### src/rtl/vend_ctrl_if.sv
// Vending controller bus bundle.
//   Coin/cancel pulses from the coin mech, the sum-register strobes and
//   read-back, and the vend/refund valid/ack handshake with the dispenser.
//   master : the controller (vend_ctrl)
//   slave  : the surrounding environment (coin mech, sum register, dispenser)
interface vend_ctrl_if #(
  parameter int SUM_W = 3
);
  logic             i_nickel;
  logic             i_dime;
  logic             i_quarter;
  logic             i_cancel;
  logic [SUM_W-1:0] i_sum;
  logic             i_vend_ack;
  logic             o_sum_ld;
  logic [SUM_W-1:0] o_sum_next;
  logic             o_sum_rst;
  logic             o_vend;
  logic             o_refund;
  logic [SUM_W-1:0] o_change;
  logic             o_coin_rej;
  logic             o_busy;

  modport master (
    input  i_nickel, i_dime, i_quarter, i_cancel, i_sum, i_vend_ack,
    output o_sum_ld, o_sum_next, o_sum_rst,
    output o_vend, o_refund, o_change, o_coin_rej, o_busy
  );

  modport slave (
    output i_nickel, i_dime, i_quarter, i_cancel, i_sum, i_vend_ack,
    input  o_sum_ld, o_sum_next, o_sum_rst,
    input  o_vend, o_refund, o_change, o_coin_rej, o_busy
  );
endinterface

### src/rtl/vend_ctrl.sv
// Vending-machine control FSM, directly upstream of the sum register.
//   i_clk : clock, all state on rising edge
//   i_rst : asynchronous active-low reset
//   bus   : vend_ctrl_if.master
//     in : i_nickel/i_dime/i_quarter/i_cancel (1-cycle pulses), i_sum (register
//          read-back), i_vend_ack (dispenser accept)
//     out: o_sum_ld/o_sum_next/o_sum_rst (combinational register strobes),
//          o_vend/o_refund/o_change/o_coin_rej (registered), o_busy
// Coins accumulate in the external sum register. Reaching PRICE clears the
// register and raises a vend request carrying the change; cancel clears it and
// raises a refund request. Both requests hold until i_vend_ack.
module vend_ctrl #(
  parameter int SUM_W     = 3,
  parameter int PRICE     = 4,
  parameter int NICKEL_V  = 1,
  parameter int DIME_V    = 2,
  parameter int QUARTER_V = 5
) (
  input logic        i_clk,
  input logic        i_rst,
  vend_ctrl_if.master bus
);

  localparam logic [SUM_W:0] NICKEL_C  = (SUM_W+1)'(NICKEL_V);
  localparam logic [SUM_W:0] DIME_C    = (SUM_W+1)'(DIME_V);
  localparam logic [SUM_W:0] QUARTER_C = (SUM_W+1)'(QUARTER_V);
  localparam logic [SUM_W:0] PRICE_C   = (SUM_W+1)'(PRICE);

  typedef enum logic [1:0] {
    COLLECT = 2'd0,
    VEND    = 2'd1,
    REFUND  = 2'd2
  } state_t;

  state_t           state_q,    state_d;
  logic [SUM_W-1:0] change_q,   change_d;
  logic             vend_q,     vend_d;
  logic             refund_q,   refund_d;
  logic             coin_rej_q, coin_rej_d;

  logic             sum_ld;
  logic [SUM_W-1:0] sum_next;
  logic             sum_rst;

  logic             coin_any;
  logic             coin_ok;
  logic [SUM_W:0]   coin_val;
  logic [SUM_W:0]   total;
  logic [SUM_W:0]   over;

  always_comb begin
    coin_any = bus.i_nickel | bus.i_dime | bus.i_quarter;
    // Cancel (even an ignored one at sum 0) disqualifies a same-cycle coin.
    coin_ok  = (state_q == COLLECT) && !bus.i_cancel &&
               $onehot({bus.i_nickel, bus.i_dime, bus.i_quarter});

    coin_val = '0;
    if (bus.i_nickel)       coin_val = NICKEL_C;
    else if (bus.i_dime)    coin_val = DIME_C;
    else if (bus.i_quarter) coin_val = QUARTER_C;

    // One extra bit so a quarter on top of PRICE-1 cannot wrap.
    total = {1'b0, bus.i_sum} + coin_val;
    over  = total - PRICE_C;

    state_d  = state_q;
    change_d = change_q;
    sum_ld   = 1'b0;
    sum_next = bus.i_sum;
    // Hold the register in clear for as long as we are in reset.
    sum_rst  = i_rst;

    case (state_q)
      COLLECT: begin
        if (bus.i_cancel && (bus.i_sum != '0)) begin
          change_d = bus.i_sum;
          sum_rst  = 1'b0;
          state_d  = REFUND;
        end else if (coin_ok) begin
          if (total < PRICE_C) begin
            sum_ld   = 1'b1;
            sum_next = total[SUM_W-1:0];
          end else begin
            sum_rst  = 1'b0;
            change_d = over[SUM_W-1:0];
            state_d  = VEND;
          end
        end
      end
      VEND, REFUND: begin
        if (bus.i_vend_ack) begin
          change_d = '0;
          state_d  = COLLECT;
        end
      end
      default: begin
        change_d = '0;
        state_d  = COLLECT;
      end
    endcase

    vend_d     = (state_d == VEND);
    refund_d   = (state_d == REFUND);
    coin_rej_d = coin_any && !coin_ok;
  end

  always_ff @(posedge i_clk or negedge i_rst) begin
    if (!i_rst) begin
      state_q    <= COLLECT;
      change_q   <= '0;
      vend_q     <= 1'b0;
      refund_q   <= 1'b0;
      coin_rej_q <= 1'b0;
    end else begin
      state_q    <= state_d;
      change_q   <= change_d;
      vend_q     <= vend_d;
      refund_q   <= refund_d;
      coin_rej_q <= coin_rej_d;
    end
  end

  assign bus.o_sum_ld   = sum_ld;
  assign bus.o_sum_next = sum_next;
  assign bus.o_sum_rst  = sum_rst;
  assign bus.o_vend     = vend_q;
  assign bus.o_refund   = refund_q;
  assign bus.o_change   = change_q;
  assign bus.o_coin_rej = coin_rej_q;
  assign bus.o_busy     = (state_q != COLLECT);

endmodule

### src/flat_wrapper.sv
// flat-port wrapper written by rule: the top's interface ports become plain ports
module vend_ctrl_flat 
#(
  parameter int SUM_W     = 3,
  parameter int PRICE     = 4,
  parameter int NICKEL_V  = 1,
  parameter int DIME_V    = 2,
  parameter int QUARTER_V = 5
)
  (i_clk, i_rst, bus_i_nickel, bus_i_dime, bus_i_quarter, bus_i_cancel, bus_i_sum, bus_i_vend_ack, bus_o_sum_ld, bus_o_sum_next, bus_o_sum_rst, bus_o_vend, bus_o_refund, bus_o_change, bus_o_coin_rej, bus_o_busy);
  vend_ctrl_if #(.SUM_W(SUM_W)) bus_i ();
  input logic i_clk;
  input logic i_rst;
  input wire logic [$bits(bus_i.i_nickel)-1:0] bus_i_nickel;
  input wire logic [$bits(bus_i.i_dime)-1:0] bus_i_dime;
  input wire logic [$bits(bus_i.i_quarter)-1:0] bus_i_quarter;
  input wire logic [$bits(bus_i.i_cancel)-1:0] bus_i_cancel;
  input wire logic [$bits(bus_i.i_sum)-1:0] bus_i_sum;
  input wire logic [$bits(bus_i.i_vend_ack)-1:0] bus_i_vend_ack;
  output wire logic [$bits(bus_i.o_sum_ld)-1:0] bus_o_sum_ld;
  output wire logic [$bits(bus_i.o_sum_next)-1:0] bus_o_sum_next;
  output wire logic [$bits(bus_i.o_sum_rst)-1:0] bus_o_sum_rst;
  output wire logic [$bits(bus_i.o_vend)-1:0] bus_o_vend;
  output wire logic [$bits(bus_i.o_refund)-1:0] bus_o_refund;
  output wire logic [$bits(bus_i.o_change)-1:0] bus_o_change;
  output wire logic [$bits(bus_i.o_coin_rej)-1:0] bus_o_coin_rej;
  output wire logic [$bits(bus_i.o_busy)-1:0] bus_o_busy;
  assign bus_i.i_nickel = bus_i_nickel;
  assign bus_i.i_dime = bus_i_dime;
  assign bus_i.i_quarter = bus_i_quarter;
  assign bus_i.i_cancel = bus_i_cancel;
  assign bus_i.i_sum = bus_i_sum;
  assign bus_i.i_vend_ack = bus_i_vend_ack;
  assign bus_o_sum_ld = bus_i.o_sum_ld;
  assign bus_o_sum_next = bus_i.o_sum_next;
  assign bus_o_sum_rst = bus_i.o_sum_rst;
  assign bus_o_vend = bus_i.o_vend;
  assign bus_o_refund = bus_i.o_refund;
  assign bus_o_change = bus_i.o_change;
  assign bus_o_coin_rej = bus_i.o_coin_rej;
  assign bus_o_busy = bus_i.o_busy;
  vend_ctrl #(.SUM_W(SUM_W), .PRICE(PRICE), .NICKEL_V(NICKEL_V), .DIME_V(DIME_V), .QUARTER_V(QUARTER_V)) u_core (.i_clk(i_clk), .i_rst(i_rst), .bus(bus_i));
endmodule
### config.mk
export PLATFORM = sky130hd
export DESIGN_NAME = vend_ctrl_flat
export DESIGN_NICKNAME = d
export VERILOG_FILES = /design/src/rtl/vend_ctrl_if.sv /design/src/rtl/vend_ctrl.sv /design/src/flat_wrapper.sv
export SDC_FILE = /design/constraint.sdc
export NUM_CORES = 1
export LEC_CHECK = 0
export CAP_MARGIN = 10
export CORE_MARGIN = 8
export CORE_UTILIZATION = 42
export DETAILED_ROUTE_END_ITERATION = 8
export GPL_TIMING_DRIVEN = 0
export PLACE_DENSITY = 0.76
export SLEW_MARGIN = 20
export SYNTH_ARGS = -nofsm -noshare
export SYNTH_HDL_FRONTEND = slang
export SYNTH_SLANG_ARGS = --single-unit
### constraint.sdc
create_clock -name i_clk -period 3.2 [get_ports i_clk]
set_input_delay 0.64 -clock i_clk [delete_from_list [all_inputs] [get_ports i_clk]]
set_output_delay 0.64 -clock i_clk [all_outputs]
set_load 0.01 [all_outputs]
==> flow_summary.json, run 1 <==
{
  "yosysWarnings": 0,
  "routabilityCongestion": 0.7485,
  "slowest_delay_ps": 370,
  "ctsHoldBuffers": 0,
  "finClkSkew_ps": 0.4391,
  "grt_pass1_vias": 588,
  "tightest_slew_ps": 581.9,
  "overflow": 0,
  "cts_sinks": 8,
  "clockBufferDepth": 2,
  "worst_hold_slack_ps": 514.4,
  "cp_slowest_cell": "fa_2",
  "wirelength_um": 1548,
  "drc": 0,
  "syn_avg_cell_area_um2": 9.501,
  "max_freq_ghz": 0.3192,
  "powerDensity_mw_per_mm2": 561.7,
  "yosys.area.top_type_share": 0.3292,
  "io_buffers": 21,
  "fin_tns_setup_ps": 0,
  "critPathLaunch": "bus_i_nickel",
  "clock_latency_ps": 240,
  "core_mm2": 0.001334,
  "yosys-top-cells-area": "dfrtp_1, ha_1, fa_1",
  "grt_max_degree": 10,
  "cap_violations": 0,
  "grt_pass1_wl_um": 2532,
  "num_antenna_cells": 0,
  "track_usage": 0.1169,
  "timing.final.crit_share": 0.9791,
  "hold_viol": 0,
  "pin_count": 22,
  "via_per_inst": 5.179,
  "cts-root-buf": "clkbuf_4",
  "arrival_ps": 2490,
  "leakage_nw": 0.4688,
  "slew_viol_final": 0,
  "crit_chain": "dlygate4sd2_1 -> inv_2 -> nand2_1 -> ha_2 -> fa_2 -> and2_4 -> a21oi_4 -> nor2_2 -> nand2_2 -> mux2_4 -> buf_6",
  "async_flop_share": 1.000,
  "outcome": "complete, no violations",
  "die_y_um": 54.05,
  "required_ps": 2560,
  "synth-main-ff-cell": "dfrtp_1",
  "cp-start-kind": "primary input",
  "critPathKind": "in2out",
  "path_max_fanout": 3,
  "setup_viol": 0,
  "first_iter_violations": 10,
  "slew_headroom": 0.6087,
  "r2r_start": "u_core.state_q[1]$_DFF_PN0_",
  "netlist_area_um2": 608.1,
  "syn_nets": 81,
  "area_delta_synth_final_pct": 59.67,
  "period_minus_slack_ps": 3133,
  "synth.distinct_cells": 25,
  "worst-path-buf-inv": 3,
  "ys_top_cells_by_count": "dfrtp_1, inv_1, a21oi_1, ha_1, nor2_1",
  "vias": 580,
  "final_nets": 116,
  "post-dp-hpwl_um": 1181,
  "drtAntennaViolNets": 0,
  "path_clk_slew_ps": 50,
  "synth_edf_count": 0,
  "layout-drive-gt1-share": 0.3608,
  "start_util": 0.4559,
  "syn_inst": 64,
  "hp-class": "reg2reg",
  "dr.pass1.iters": 4,
  "ir_worst_vdd_mv": 0.2474,
  "die_w_um": 54.05,
  "cts_buffers": 3,
  "hp-start": "u_core.bus.o_change[2]$_DFFE_PN0P_",
  "cts_tree": "built",
  "antenna_found_initial": 0,
  "synth_seq_area_share": 0.3292,
  "ys_ff_latch": 8,
  "end_kind": "output port",
  "row_count": 13,
  "wl_per_cell_um": 13.82,
  "dieArea_mm2": 0.002921,
  "crit_family": "adder cells",
  "yosysTopAreaCell": "dfrtp_1",
  "ctsHtreeMaxLevel": 1
}
==> layout by cell type (no fill, tap or decap), drive strengths merged, types with 3 or more instances in the layout <==
master and instances:
and2 4, clkbuf 3, nand2 4, dlygate4sd2 4
ha 5, clkdlybuf4s50 11, a221o 3, a21oi 5
inv 8, nor2 5, buf 14, dfrtp 8
==> where the power goes <==
group           total, W  switching (W)  internal, W
Clock          0.0000733      0.0000306    0.0000427
Combinational   0.000312       0.000151     0.000161
Sequential      0.000160      0.0000233     0.000137
==> registers in the layout, summed over array words and instances (netlist names) <==
| register | flops |
|---|---|
| u_core.bus.o_refund | 1 |
| u_core.bus.o_vend | 1 |
| u_core.bus.o_change | 3 |
| u_core.state_q | 2 |
| u_core.bus.o_coin_rej | 1 |
==> logic make-up after synthesis <==
group,synth area share
simple gates,0.2058
mux,0.03703
fa+ha+maj,0.1687
buf+inv,0.04938
flops,0.3292
compound gates,0.2099
==> worst paths after layout <==
| check | end | slack, ps | cells after the start |
|---|---|---|---|
| max | bus_o_sum_next[0] | 70 | 11 |
| min | u_core.bus.o_change[2]$_DFFE_PN0P_ | 510 | 1 |
| min reg2reg | u_core.bus.o_change[2]$_DFFE_PN0P_ | 510 | 1 |
| min in group asynchronous | u_core.bus.o_coin_rej$_DFF_PN0_ | 670 | 1 |
| max reg2reg | u_core.bus.o_change[1]$_DFFE_PN0P_ | 870 | 9 |
| max in group asynchronous | u_core.state_q[0]$_DFF_PN0_ | 2270 | 1 |
==> final cells by class <==
cell class                 count  area, um2
multi-input combinational     48      436.7
fill                         105      362.8
timing repair buffer          30      262.8
sequential                     8      200.2
inverter                       8      30.03
clock buffer                   3      22.52
tap                           15      18.77
==> layer usage <==
metal	vias to the layer above	share of wire	GRT usage
met5	-	0	0
met3	4	0.065	0.01928
met2	20	0.45	0.1931
met4	0	0.022	0.06148
li1	300	-	-
met1	256	0.46	0.1420
==> per-stage QoR <==
step	util	instances	area [um2]	worst slack [ps]	total power (W)
floorplan	-	64	608.1	278.7	0.0003222
global placement	0.6276	100	837.1	-725.7	0.0004437
detailed placement	0.6276	100	837.1	-788.4	0.0004482
CTS	0.7045	111	939.7	54.61	0.0005404
global route	0.7280	112	970.9	-11.15	0.0005892
finish	0.7280	112	970.9	66.83	0.0005454
==> repair_timing <==
item / in CTS / in global routing
cloned: 0 / 0
gates resized for setup: 39 / 6
pin swaps: 8 / 1
buffers inserted: 8 / 1
endpoints found under the setup margin: 5 / 4
(Power assumes the default switching activity.)
==> inputs of run 2 (changes only) <==
--- a/config.mk
+++ b/config.mk
@@ -6,8 +6,9 @@
 export NUM_CORES = 1
 export LEC_CHECK = 0
 export CAP_MARGIN = 10
-export CORE_MARGIN = 8
+export CORE_MARGIN = 3
 export CORE_UTILIZATION = 42
+export CTS_CLUSTER_DIAMETER = 50
 export DETAILED_ROUTE_END_ITERATION = 8
 export GPL_TIMING_DRIVEN = 0
 export PLACE_DENSITY = 0.76
==> flow_summary.json, run 2 (synthesis gave the netlist of run 1 again) <==
{
  "outcome": "complete, no violations",
  "first_iter_violations": 14,
  "path_clk_slew_ps": 50,
  "ir_worst_vdd_mv": 0.2070,
  "dieArea_mm2": 0.001940,
  "r2r_start": "u_core.state_q[1]$_DFF_PN0_",
  "period_minus_slack_ps": 3143,
  "arrival_ps": 2500,
  "final_cell_mix": "clkdlybuf4s50_1, buf_4, dfrtp_1",
  "p_sw_w": 0.0002123,
  "worst_hold_slack_ps": 512.1,
  "pwr-share-clk": 0.128,
  "largest_register_ff_count": 3,
  "worst_slack_ps": 57.40,
  "end_kind": "output port",
  "clock_latency_ps": 240,
  "cts_sinks": 8,
  "timing.final.crit_share": 0.9821,
  "finClkSkew_ps": 0.5735,
  "row_count": 13,
  "switching_share": 0.3804,
  "cts_buffers": 3,
  "die_y_um": 44.05,
  "layout.cells.non_filler": 113,
  "clockBufferDepth": 2,
  "ctsHoldBuffers": 0,
  "start_util": 0.4559,
  "cp-start-kind": "primary input",
  "overflow": 0,
  "critPathKind": "in2out",
  "antenna_found_initial": 0,
  "grt_pass1_vias": 613,
  "setup_viol": 0,
  "timing.hold.worst_path_depth": 1,
  "powerDensity_mw_per_mm2": 548.6,
  "layout-drive-gt1-share": 0.3878,
  "layout_commonest_cell": "clkdlybuf4s50_1",
  "track_usage": 0.1840,
  "leakage_nw": 0.4782,
  "hold_viol": 0,
  "combPwrFrac": 0.584,
  "slew_viol_final": 0,
  "max_freq_ghz": 0.3182,
  "power_frac_seq": 0.288,
  "required_ps": 2560,
  "die_w_um": 44.05,
  "r2r_slack_ps": 920,
  "tightest_slew_ps": 632.9,
  "drc": 0,
  "pin_count": 22,
  "fillers": 101,
  "drtAntennaViolNets": 0,
  "cap_violations": 0,
  "hp-start": "u_core.bus.o_change[0]$_DFFE_PN0P_",
  "path_max_fanout": 4,
  "reg2reg_depth": 9,
  "io_buffers": 21,
  "slew_headroom": 0.5745,
  "wirelength_um": 1694,
  "total_power_w": 0.0005581,
  "grt_max_degree": 10,
  "dr.pass1.iters": 4,
  "vias": 608,
  "core_mm2": 0.001334,
  "pre_cts_slack_ps": -743.0,
  "cts_tree": "built",
  "post-dp-hpwl_um": 1105,
  "whs_endpoint": "u_core.bus.o_change[0]$_DFFE_PN0P_",
  "cts-root-buf": "clkbuf_4",
  "area_delta_synth_final_pct": 67.28,
  "via_per_inst": 5.381,
  "num_antenna_cells": 0,
  "wl_per_cell_um": 14.99,
  "routabilityCongestion": 0.7891,
  "final_nets": 117,
  "ctsHtreeMaxLevel": 1,
  "grt_pass1_wl_um": 2649,
  "hp-class": "reg2reg",
  "placed_cells": 100,
  "r2r_end": "u_core.bus.o_change[2]$_DFFE_PN0P_",
  "critPathLaunch": "bus_i_dime",
  "p_int_w": 0.0003458
}
## run 2: final cells by class
type / count / area [um2] / share of cell area
Clock buffer: 3 / 22.52 / 0.02214
Tap cell: 15 / 18.77 / 0.01845
Inverter: 8 / 30.03 / 0.02952
Timing Repair Buffer: 31 / 276.5 / 0.2718
Sequential cell: 8 / 200.2 / 0.1968
Multi-Input combinational cell: 48 / 469.2 / 0.4613
## run 2: power groups by stage
| stage | Combinational [W] | Sequential (W) | Clock, W |
|---|---|---|---|
| after floorplan | 0.000152 | 0.000170 | 0 |
| after global placement | 0.000282 | 0.000160 | 0 |
| after detailed placement | 0.000288 | 0.000162 | 0 |
| after CTS | 0.000307 | 0.000161 | 0.0000740 |
| after global routing | 0.000354 | 0.000166 | 0.0000802 |
| final | 0.000326 | 0.000161 | 0.0000715 |
## run 2: worst max-delay path by stage
| stage | end | depth (start not counted) | slack (ps) |
|---|---|---|---|
| after floorplan | bus_o_sum_next[0] | 10 | 280 |
| after global placement | bus_o_sum_next[0] | 12 | -720 |
| after detailed placement | bus_o_sum_next[0] | 12 | -740 |
| after CTS | bus_o_sum_next[0] | 13 | 50 |
| after global routing | bus_o_sum_next[0] | 12 | -10 |
| final | bus_o_sum_next[1] | 12 | 60 |
## run 2: critical path, stage by stage
cell	delay (ps)
dlygate4sd2_1	200
inv_2	50
nand2_2	80
nand2_2	70
ha_4	160
fa_2	360
and2_4	190
a21oi_4	150
nor2_2	50
nand2_2	110
mux2_4	320
buf_6	120
## run 2: metal layers
layer,vias to the layer above,global-route usage,part of all wire
met4,0,0.07229,0
met2,19,0.3285,0.53
li1,300,-,-
met3,0,0.02439,0.041
met5,-,0,0
met1,289,0.2208,0.43
## run 2: stage by stage
stage / instance area, um2 / setup TNS [ps] / util
2_1_floorplan: 608.1 / 0 / -
5_1_grt: 1017 / -20.92 / 0.7627
3_5_place_dp: 837.1 / -3088 / 0.6276
6_report: 1017 / 0 / 0.7627
4_1_cts: 939.7 / 0 / 0.7045
3_3_place_gp: 837.1 / -2979 / 0.6276
## run 2: timing repair
item                       CTS  global route
buffers inserted             6             4
setup endpoints to repair    5             4
pin swaps                   10             8
resized for setup           33            15
